===== src/rtl/mem_arb_pkg.sv =====
// mem_arb_pkg
//   Shared types and constants for the unified memory arbiter.
//   - arb_state_e : arbiter FSM states (no transaction / transaction outstanding)
//   - PORT_IF/DM  : owner encoding of the outstanding transaction
//   - CNT_W       : width of the latency and starvation counters (limits are 1..15)
package mem_arb_pkg;

    typedef enum logic {
        ARB_IDLE = 1'b0,
        ARB_WAIT = 1'b1
    } arb_state_e;

    localparam logic PORT_IF = 1'b0;
    localparam logic PORT_DM = 1'b1;

    localparam int CNT_W = 4;

endpackage


===== src/rtl/mem_arb_starve_ctr.sv =====
// mem_arb_starve_ctr
//   Saturating counter of consecutive fetch losses.
//   Ports:
//     clk, reset : clock, asynchronous active-high reset
//     inc        : count one more loss (ignored once saturated)
//     clr        : clear to zero; wins over inc
//     sat        : registered, high while the count equals LIMIT
module mem_arb_starve_ctr
    import mem_arb_pkg::*;
#(
    parameter int LIMIT = 4
) (
    input  logic clk,
    input  logic reset,
    input  logic inc,
    input  logic clr,
    output logic sat
);

    localparam logic [CNT_W-1:0] LIMIT_C = CNT_W'(LIMIT);
    localparam logic [CNT_W-1:0] ONE_C   = CNT_W'(1);

    logic [CNT_W-1:0] cnt_r;
    logic [CNT_W-1:0] cnt_next_s;
    logic             sat_r;

    // Next count: clear has priority, increment stops at the limit.
    always_comb begin
        cnt_next_s = cnt_r;
        if (clr) begin
            cnt_next_s = {CNT_W{1'b0}};
        end else if (inc && (cnt_r != LIMIT_C)) begin
            cnt_next_s = cnt_r + ONE_C;
        end else begin
            cnt_next_s = cnt_r;
        end
    end

    // Count register and registered saturation flag.
    always_ff @(posedge clk or posedge reset) begin
        if (reset) begin
            cnt_r <= {CNT_W{1'b0}};
            sat_r <= 1'b0;
        end else begin
            cnt_r <= cnt_next_s;
            sat_r <= (cnt_next_s == LIMIT_C);
        end
    end

    assign sat = sat_r;

endmodule


===== src/rtl/unified_mem_arbiter.sv =====
// unified_mem_arbiter
//   Shares one single-port fixed-latency memory between instruction fetch (IF)
//   and data access (DM). DM has fixed priority; IF is forced to win after
//   STARVE_LIMIT consecutive losses. One transaction outstanding; a new one may
//   issue in the cycle the previous response returns.
//   Ports:
//     clk, reset                    : clock, asynchronous active-high reset
//     if_req/if_addr                : fetch request (held until if_gnt)
//     if_gnt/if_rvalid/if_rdata     : fetch grant pulse, response pulse and data
//     dm_req/dm_we/dm_addr/dm_wdata : data request (held until dm_gnt)
//     dm_gnt/dm_rvalid/dm_rdata     : data grant pulse, response pulse, load data
//     mem_en/mem_we/mem_addr/mem_wdata/mem_rdata : memory interface
//     busy                          : a transaction is outstanding
//   Grants and the memory strobe are combinational so a request is granted in
//   the cycle it is first seen whenever issue is possible.
module unified_mem_arbiter
    import mem_arb_pkg::*;
#(
    parameter int ADDR_W       = 64,
    parameter int DATA_W       = 64,
    parameter int MEM_LATENCY  = 2,
    parameter int STARVE_LIMIT = 4
) (
    input  logic              clk,
    input  logic              reset,
    input  logic              if_req,
    input  logic [ADDR_W-1:0] if_addr,
    output logic              if_gnt,
    output logic              if_rvalid,
    output logic [DATA_W-1:0] if_rdata,
    input  logic              dm_req,
    input  logic              dm_we,
    input  logic [ADDR_W-1:0] dm_addr,
    input  logic [DATA_W-1:0] dm_wdata,
    output logic              dm_gnt,
    output logic              dm_rvalid,
    output logic [DATA_W-1:0] dm_rdata,
    output logic              mem_en,
    output logic              mem_we,
    output logic [ADDR_W-1:0] mem_addr,
    output logic [DATA_W-1:0] mem_wdata,
    input  logic [DATA_W-1:0] mem_rdata,
    output logic              busy
);

    localparam logic [CNT_W-1:0] LAT_C = CNT_W'(MEM_LATENCY);
    localparam logic [CNT_W-1:0] ONE_C = CNT_W'(1);

    arb_state_e       state_r;
    logic [CNT_W-1:0] lat_cnt_r;
    logic             owner_r;
    logic             owner_we_r;

    logic             rsp_s;
    logic             issue_ok_s;
    logic             sat_s;
    logic             if_gnt_s;
    logic             dm_gnt_s;
    logic             mem_en_s;
    logic             mem_we_s;
    logic [ADDR_W-1:0] mem_addr_s;
    logic [DATA_W-1:0] mem_wdata_s;
    logic             if_rvalid_s;
    logic             dm_rvalid_s;
    logic [DATA_W-1:0] if_rdata_s;
    logic [DATA_W-1:0] dm_rdata_s;

    // The response cycle doubles as an issue slot; reset blocks issue at once.
    assign rsp_s      = (state_r == ARB_WAIT) && (lat_cnt_r == LAT_C);
    assign issue_ok_s = !reset && ((state_r == ARB_IDLE) || rsp_s);

    mem_arb_starve_ctr #(
        .LIMIT (STARVE_LIMIT)
    ) u_starve (
        .clk   (clk),
        .reset (reset),
        .inc   (dm_gnt_s && if_req),
        .clr   (if_gnt_s || !if_req),
        .sat   (sat_s)
    );

    // Arbitration: DM wins a collision unless IF has lost too often in a row.
    always_comb begin
        if_gnt_s = 1'b0;
        dm_gnt_s = 1'b0;
        if (issue_ok_s) begin
            if (dm_req && !(if_req && sat_s)) begin
                dm_gnt_s = 1'b1;
            end else if (if_req) begin
                if_gnt_s = 1'b1;
            end else begin
                if_gnt_s = 1'b0;
                dm_gnt_s = 1'b0;
            end
        end else begin
            if_gnt_s = 1'b0;
            dm_gnt_s = 1'b0;
        end
    end

    // Memory request mux: winner's fields, all zero when nothing issues.
    always_comb begin
        mem_en_s    = if_gnt_s | dm_gnt_s;
        mem_we_s    = 1'b0;
        mem_addr_s  = {ADDR_W{1'b0}};
        mem_wdata_s = {DATA_W{1'b0}};
        if (dm_gnt_s) begin
            mem_we_s    = dm_we;
            mem_addr_s  = dm_addr;
            mem_wdata_s = dm_wdata;
        end else if (if_gnt_s) begin
            mem_addr_s  = if_addr;
        end else begin
            mem_we_s    = 1'b0;
        end
    end

    // FSM with latency counter and owner latch; an issue always (re)starts WAIT.
    always_ff @(posedge clk or posedge reset) begin
        if (reset) begin
            state_r    <= ARB_IDLE;
            lat_cnt_r  <= {CNT_W{1'b0}};
            owner_r    <= PORT_IF;
            owner_we_r <= 1'b0;
        end else if (mem_en_s) begin
            state_r    <= ARB_WAIT;
            lat_cnt_r  <= ONE_C;
            owner_r    <= dm_gnt_s ? PORT_DM : PORT_IF;
            owner_we_r <= dm_gnt_s & dm_we;
        end else begin
            case (state_r)
                ARB_WAIT: begin
                    if (rsp_s) begin
                        state_r   <= ARB_IDLE;
                        lat_cnt_r <= {CNT_W{1'b0}};
                    end else begin
                        lat_cnt_r <= lat_cnt_r + ONE_C;
                    end
                end
                default: begin
                    state_r   <= ARB_IDLE;
                    lat_cnt_r <= {CNT_W{1'b0}};
                end
            endcase
        end
    end

    // Response demux to the owner; stores complete with zero data.
    always_comb begin
        if_rvalid_s = 1'b0;
        dm_rvalid_s = 1'b0;
        if_rdata_s  = {DATA_W{1'b0}};
        dm_rdata_s  = {DATA_W{1'b0}};
        if (rsp_s) begin
            if (owner_r == PORT_DM) begin
                dm_rvalid_s = 1'b1;
                if (!owner_we_r) begin
                    dm_rdata_s = mem_rdata;
                end else begin
                    dm_rdata_s = {DATA_W{1'b0}};
                end
            end else begin
                if_rvalid_s = 1'b1;
                if_rdata_s  = mem_rdata;
            end
        end else begin
            if_rvalid_s = 1'b0;
            dm_rvalid_s = 1'b0;
        end
    end

    assign if_gnt    = if_gnt_s;
    assign dm_gnt    = dm_gnt_s;
    assign if_rvalid = if_rvalid_s;
    assign dm_rvalid = dm_rvalid_s;
    assign if_rdata  = if_rdata_s;
    assign dm_rdata  = dm_rdata_s;
    assign mem_en    = mem_en_s;
    assign mem_we    = mem_we_s;
    assign mem_addr  = mem_addr_s;
    assign mem_wdata = mem_wdata_s;
    assign busy      = (state_r == ARB_WAIT);

endmodule


===== config.mk =====
export PLATFORM = sky130hd
export DESIGN_NAME = unified_mem_arbiter
export DESIGN_NICKNAME = d
export VERILOG_FILES = /design/src/rtl/mem_arb_pkg.sv /design/src/rtl/mem_arb_starve_ctr.sv /design/src/rtl/unified_mem_arbiter.sv
export SDC_FILE = /design/constraint.sdc
export NUM_CORES = 1
export LEC_CHECK = 0
export ABC_AREA = 1
export CAP_MARGIN = 15
export CORE_AREA = 2 2 202 204
export DETAILED_ROUTE_END_ITERATION = 8
export DIE_AREA = 0 0 204 206
export PLACE_DENSITY_LB_ADDON = 0.25
export SYNTH_ARGS = -nofsm -noshare
export SYNTH_HDL_FRONTEND = slang
export SYNTH_HIERARCHICAL = 1
export SYNTH_SLANG_ARGS = --single-unit

===== constraint.sdc =====
create_clock -name clk -period 5.8 [get_ports clk]
set_clock_uncertainty 0.1 [all_clocks]
set_input_delay 0.58 -clock clk [delete_from_list [all_inputs] [get_ports clk]]
set_output_delay 0.58 -clock clk [all_outputs]
set_load 0.01 [all_outputs]

==> results.ini, run 1 <==
[status]
outcome = finished, final reports clean

[global_route]
use_met1_pct = 10.7
gr-total-overflow = 0
grt_util_met3_pct = 2.48
grt_max_degree = 71
antenna_found_initial = 1
globalRoute.busiestLayer = met2
grt_pass1_vias = 5265
use_met2_pct = 18.2
grt_pass1_wl_mm = 30.7
grt_usage_pct = 9.46

[logic_synthesis]
yosysSeqAreaShare_pct = 10.6
syn_inst = 634
synth_nets = 899
ys.flop_type = dfrtp_1
synth_top_area_share_pct = 27.9
yosys-top-cells-count = 210 x nand2_1, 197 x nor2_1, 144 x inv_1, 13 x clkbuf_1
synth-edff-count = 0
synth_largest_area_cell = nand2_1
synth_seq_cells = 12
synthDistinctLibCells = 23
async_reset_ff_share_pct = 100
syn_area_per_cell_sq_um = 4.45
ys_top_cells_by_area = nand2_1 28%, nor2_1 26%, inv_1 19%
syn_area_sq_um = 2820
yosys_warnings = 6
yosysMostFrequentCell = nand2_1

[sta]
relSlewSlack_pct = 49.9
min_period_ns = 3.96
tightest_slew_ns = 0.752
finalSetupViolations = 0
slew_viol_final = 0
post-route-period-util_pct = 68.2
rsz0062_at_grt = no
fin_tns_setup_ns = 0
max_clock_freq_mhz = 253
setup_ws_ns = 1.84
fin_hold_ws_ns = 0.415
hold_viol = 0

[placement]
post-place-ws_ns = 1.73
gp_congestion = 0.765
place_inst = 1661
portBuffers = 523
hpwlAfterDp_mm = 20.0

[clock_network]
clkLatencyLatePin_ns = 0.24
holdBufCountCts = 0
post-cts-setup-buffers = 0
cts_root_buf = clkbuf_16
cts_tree = built
post_cts_resized = 0
clk_pin_slew_worst_paths_ns = 0.04
clockBufferDepth = 2
htree_levels = 1
clkSinkCount = 12
cts_buffers = 3

[pwr]
power_uw = 1320
leakage_uw = 0.00405
ir_drop_mv = 0.0751
powerDensity_nw_per_um2 = 152

[worst_setup_path]
cp-endpoint = mem_addr[23]
rr_startpoint = lat_cnt_r[0]
r2r_slack_ns = 3.43
cp-start-kind = input pin
ff2ff_path_depth = 13
critPathRequiredTime_ns = 5.12
crit_path_max_fanout = 37
critical_path_class = in2out
r2r-end = u_starve/sat
cp.arrival_ns = 3.28
startpoint = reset
critPathCaptureType = primary output

[die]
initial_core_util_pct = 7.02
dieHeight_microns = 206
die_w_microns = 204
rows = 74
dieArea_sq_um = 42000
io_pins = 524
core_sq_um = 40200

[cells_and_area]
regArea_sq_um = 300
num_antenna_cells = 0
fillers = 4583
multiInputGateArea_sq_um = 1780
syn2layout_area_growth_pct = 208
drive_above_1_share_pct = 2.38
final_cells = 1665
fin_nets = 1399

[detailed_routing]
route.detailed.drc = 0
dr.pass1.iters = 4
drt_iter0_markers = 233
post_drt_wl_per_cell_microns = 13.6
num_vias = 5414
viasPerCell = 3.25
wl_mm = 22.7
drtAntennaViolNets = 0

[min_path]
min_path_type = reg2reg

[job]
cap_violations = 0

[worst min-delay path by stage]
stage          startpoint                 to  slack [ns]  depth (start not counted)
2_1_floorplan       reset  u_starve/cnt_r[0]        0.26                          1
3_3_place_gp   owner_we_r         owner_we_r        0.41                          2
3_5_place_dp   owner_we_r         owner_we_r        0.40                          2
4_1_cts        owner_we_r         owner_we_r        0.41                          2
5_1_grt        owner_we_r         owner_we_r        0.44                          2
6_report       owner_we_r         owner_we_r        0.42                          2
[routing by layer]
metal	vias up	part of all wire (%)	wire (microns)
met2	339	51	11600
met4	0	0.79	180
met3	10	9.8	2210
met1	2319	38	8720
li1	2746	-	-
met5	-	0	0
[cell families after synthesis]
group,after synthesis,share of synthesized area (%)
simple gates,426,59.4
buf+inv,184,26.3
flops,12,10.6
compound gates,6,1.24
fa+ha+maj,4,1.77
xor+xnor,2,0.621
[state kept, by name, summed over array words and instances, names as in the netlist]
name and count:
lat_cnt_r 4, u_starve/cnt_r 4, busy 1, owner_r 1, owner_we_r 1, u_starve/sat 1
[worst max-delay path: stages]
cell	delay, ns
clkdlybuf4s50_1	0.42
inv_1	0.30
nand3_2	0.22
inv_2	0.57
buf_4	0.42
nand2_1	0.10
nand2_1	0.09
clkdlybuf4s50_1	0.53
[placed cells by master, fill, tap and decap left out, types with 2 or more instances in the layout]
| master | count |
|---|---|
| clkdlybuf4s50_1 | 523 |
| nand2_1 | 209 |
| nor2_1 | 197 |
| inv_1 | 144 |
| dfrtp_1 | 12 |
| inv_2 | 6 |
| nand3_1 | 6 |
| buf_4 | 6 |
| a21oi_1 | 4 |
| ha_1 | 4 |
| nand2_2 | 3 |
| nand3_2 | 3 |
| nand4_1 | 3 |
| clkbuf_16 | 3 |
| nand2_4 | 2 |
[layout make-up]
class / instances / share of cell area, %
inverters: 150 / 6.49
well taps: 532 / 7.67
multi-input cells: 438 / 20.5
clock buffers: 4 / 1.02
repair buffers: 529 / 60.8
flip-flops and latches: 12 / 3.46
[report_power, final]
group | switching [uW] | total, uW | internal, uW
Combinational | 484 | 1050 | 570
Sequential | 20.4 | 127 | 107
Clock | 35.3 | 139 | 104
Total | 540 | 1320 | 781
[through the flow]
stage	utilization (%)	instance area, sq um
floorplan	-	2820
global placement	21.4	8590
detailed placement	21.4	8590
CTS	21.6	8680
global route	21.6	8680
finish	21.6	8680
Power figures use the tool's default switching activity.
==> run 2, diff against run 1 <==
--- a/config.mk
+++ b/config.mk
@@ -7,9 +7,9 @@
 export LEC_CHECK = 0
 export ABC_AREA = 1
 export CAP_MARGIN = 15
-export CORE_AREA = 2 2 202 204
+export CORE_AREA = 2 2 205 207
 export DETAILED_ROUTE_END_ITERATION = 8
-export DIE_AREA = 0 0 204 206
+export DIE_AREA = 0 0 207 209
 export PLACE_DENSITY_LB_ADDON = 0.25
 export SYNTH_ARGS = -nofsm -noshare
 export SYNTH_HDL_FRONTEND = slang
==> constraint.sdc (replaced) <==
create_clock -name clk -period 3.6 [get_ports clk]
set_clock_uncertainty 0.1 [all_clocks]
set_input_delay 0.36 -clock clk [delete_from_list [all_inputs] [get_ports clk]]
set_output_delay 0.36 -clock clk [all_outputs]
set_load 0.01 [all_outputs]
==> run 2 against run 1 <==
Compared with the run above:
- register-to-register slack worse by 2.2 ns
- critical path depth down 2
- via count up 2.1%
- die area up 2.9%
- setup slack worse by 1.4 ns
==> results.ini, run 2 (synthesized netlist as in run 1, its figures left out) <==
[status]
outcome = finished, final reports clean

[clock_network]
clockBufferDepth = 2  ; unchanged
clkLatencyLatePin_ns = 0.24  ; about the same
clkSinkCount = 12  ; unchanged
holdBufCountCts = 0  ; unchanged
cts_buffers = 3  ; unchanged
clk_pin_slew_worst_paths_ns = 0.04  ; about the same
post-cts-setup-buffers = 0  ; unchanged
cts_root_buf = clkbuf_16
cts_tree = built
htree_levels = 1  ; unchanged
post_cts_resized = 0  ; unchanged

[sta]
fin_tns_setup_ns = 0  ; unchanged
relSlewSlack_pct = 45.5  ; -4.4 points
tightest_slew_ns = 0.815  ; +0.0632 ns
max_clock_freq_mhz = 316
min_period_ns = 3.17
finalSetupViolations = 0  ; unchanged
post-route-period-util_pct = 87.9
hold_viol = 0  ; unchanged
slew_viol_final = 0  ; unchanged
rsz0062_at_grt = no

[detailed_routing]
wl_mm = 24.0  ; +5.9%
route.detailed.drc = 0  ; unchanged
num_vias = 5529  ; +2.1%
drtAntennaViolNets = 0  ; unchanged
post_drt_wl_per_cell_microns = 14.3  ; +4.5%
drt_iter0_markers = 311  ; +33%
dr.pass1.iters = 4  ; unchanged
viasPerCell = 3.28  ; +0.79%

[worst_setup_path]
critPathRequiredTime_ns = 3.14  ; -1.98 ns
critPathCaptureType = primary output
r2r_slack_ns = 1.27  ; -2.16 ns
cp-start-kind = flip-flop
crit_path_max_fanout = 23  ; -38%
max_stage_delay_ns = 0.64  ; +0.07 ns
critPathSlowestCell = nand4_1
critical_path_class = reg2out
path_cells = inv_1, ha_1, nand4_1, buf_12, nor2_1, clkdlybuf4s50_1
cp.arrival_ns = 2.71  ; -0.57 ns

[global_route]
use_met1_pct = 11.4  ; +0.68 points
antenna_found_initial = 3  ; +2
grt_usage_pct = 10.3  ; +0.83 points
grt_util_met3_pct = 2.52  ; +0.049 points
globalRoute.busiestLayer = met2
grt_max_degree = 71  ; unchanged
use_met2_pct = 20.3  ; +2.1 points
grt_pass1_vias = 5605  ; +6.5%
gr-total-overflow = 0  ; unchanged
grt_pass1_wl_mm = 34.3  ; +12%

[die]
initial_core_util_pct = 6.83  ; -0.19 points
die_w_microns = 207  ; +1.5%
core_sq_um = 41300  ; +2.8%
dieArea_sq_um = 43300  ; +2.9%
dieHeight_microns = 209  ; +1.5%
rows = 75  ; +1.4%
io_pins = 524  ; unchanged

[pwr]
ir_drop_mv = 0.191  ; +150%
powerDensity_nw_per_um2 = 248  ; +63%
power_uw = 2200  ; +66%
leakage_uw = 0.00415  ; +2.3%

[cells_and_area]
num_antenna_cells = 0  ; unchanged
fin_nets = 1414  ; +1.1%
syn2layout_area_growth_pct = 214
drive_above_1_share_pct = 3.66  ; +1.3 points
fillers = 4719  ; +3.0%
top_regs = lat_cnt_r x4, u_starve/cnt_r x4
final_common_cell = clkdlybuf4s50_1
final_cell_mix = 523 x clkdlybuf4s50_1, 209 x nand2_1, 197 x nor2_1

[placement]
portBuffers = 523  ; unchanged
hpwlAfterDp_mm = 21.6  ; +8.3%
gp_congestion = 0.839  ; +9.6%

[min_path]
min_path_type = in2async

[job]
cap_violations = 0  ; unchanged

## run 2: cell types whose count changed in the layout (fill, tap and decap cells not counted), sizes merged
| cell | change |
|---|---|
| buf | +15 |
## run 2: area by class of cell
type	instances	area, sq um	area share (%)
timing repair buffer	544	5460	61.6
multi-input combinational	438	1780	20.1
inverter	150	563	6.35
sequential	12	300	3.39
clock buffer	4	88.8	1.00
tap	539	674	7.61
## run 2: path summary, 6_finish.rpt
| check | from | cells past startpoint | to |
|---|---|---|---|
| min | reset | 2 | u_starve/cnt_r[2] |
| min reg2reg | owner_we_r | 2 | owner_we_r |
| max | lat_cnt_r[0] | 6 | if_rdata[39] |
| min in group clk | owner_we_r | 2 | owner_we_r |
| max reg2reg | lat_cnt_r[0] | 13 | u_starve/sat |
| max in group asynchronous | reset | 3 | lat_cnt_r[2] |
## run 2: critical path, delay by kind of cell (launching register included)
kind,cells,cell delay (ns)
adders and majority gates,1,0.17
buffers and inverters,3,1.09
DFF,1,0.41
and+or+nand+nor,2,0.77
## run 2: power by group
group          internal, uW  switching, uW  total [uW]
Clock                   168           58.6         226
Sequential              172           34.0         206
Combinational           966            799        1760
Total                  1310            892        2200
## run 2: routing by layer
metal / share of wire, % / vias up
met4: 0.57 / 0
met1: 39 / 2395
met2: 53 / 344
li1: - / 2778
met5: 0 / -
met3: 8.2 / 12
## run 2: metrics by stage
stage                     cell area (sq um)  worst slack [ns]  hold WS (ns)  std cells  utilization [%]
after floorplan                        2820              1.67        0.0385        634                -
after global placement                 8770             0.481         0.396       1683             21.2
after detailed placement               8770             0.505         0.400       1683             21.2
after CTS                              8860             0.359         0.277       1687             21.5
after global routing                   8860             0.288         0.301       1687             21.5
final                                  8860             0.434         0.261       1687             21.5
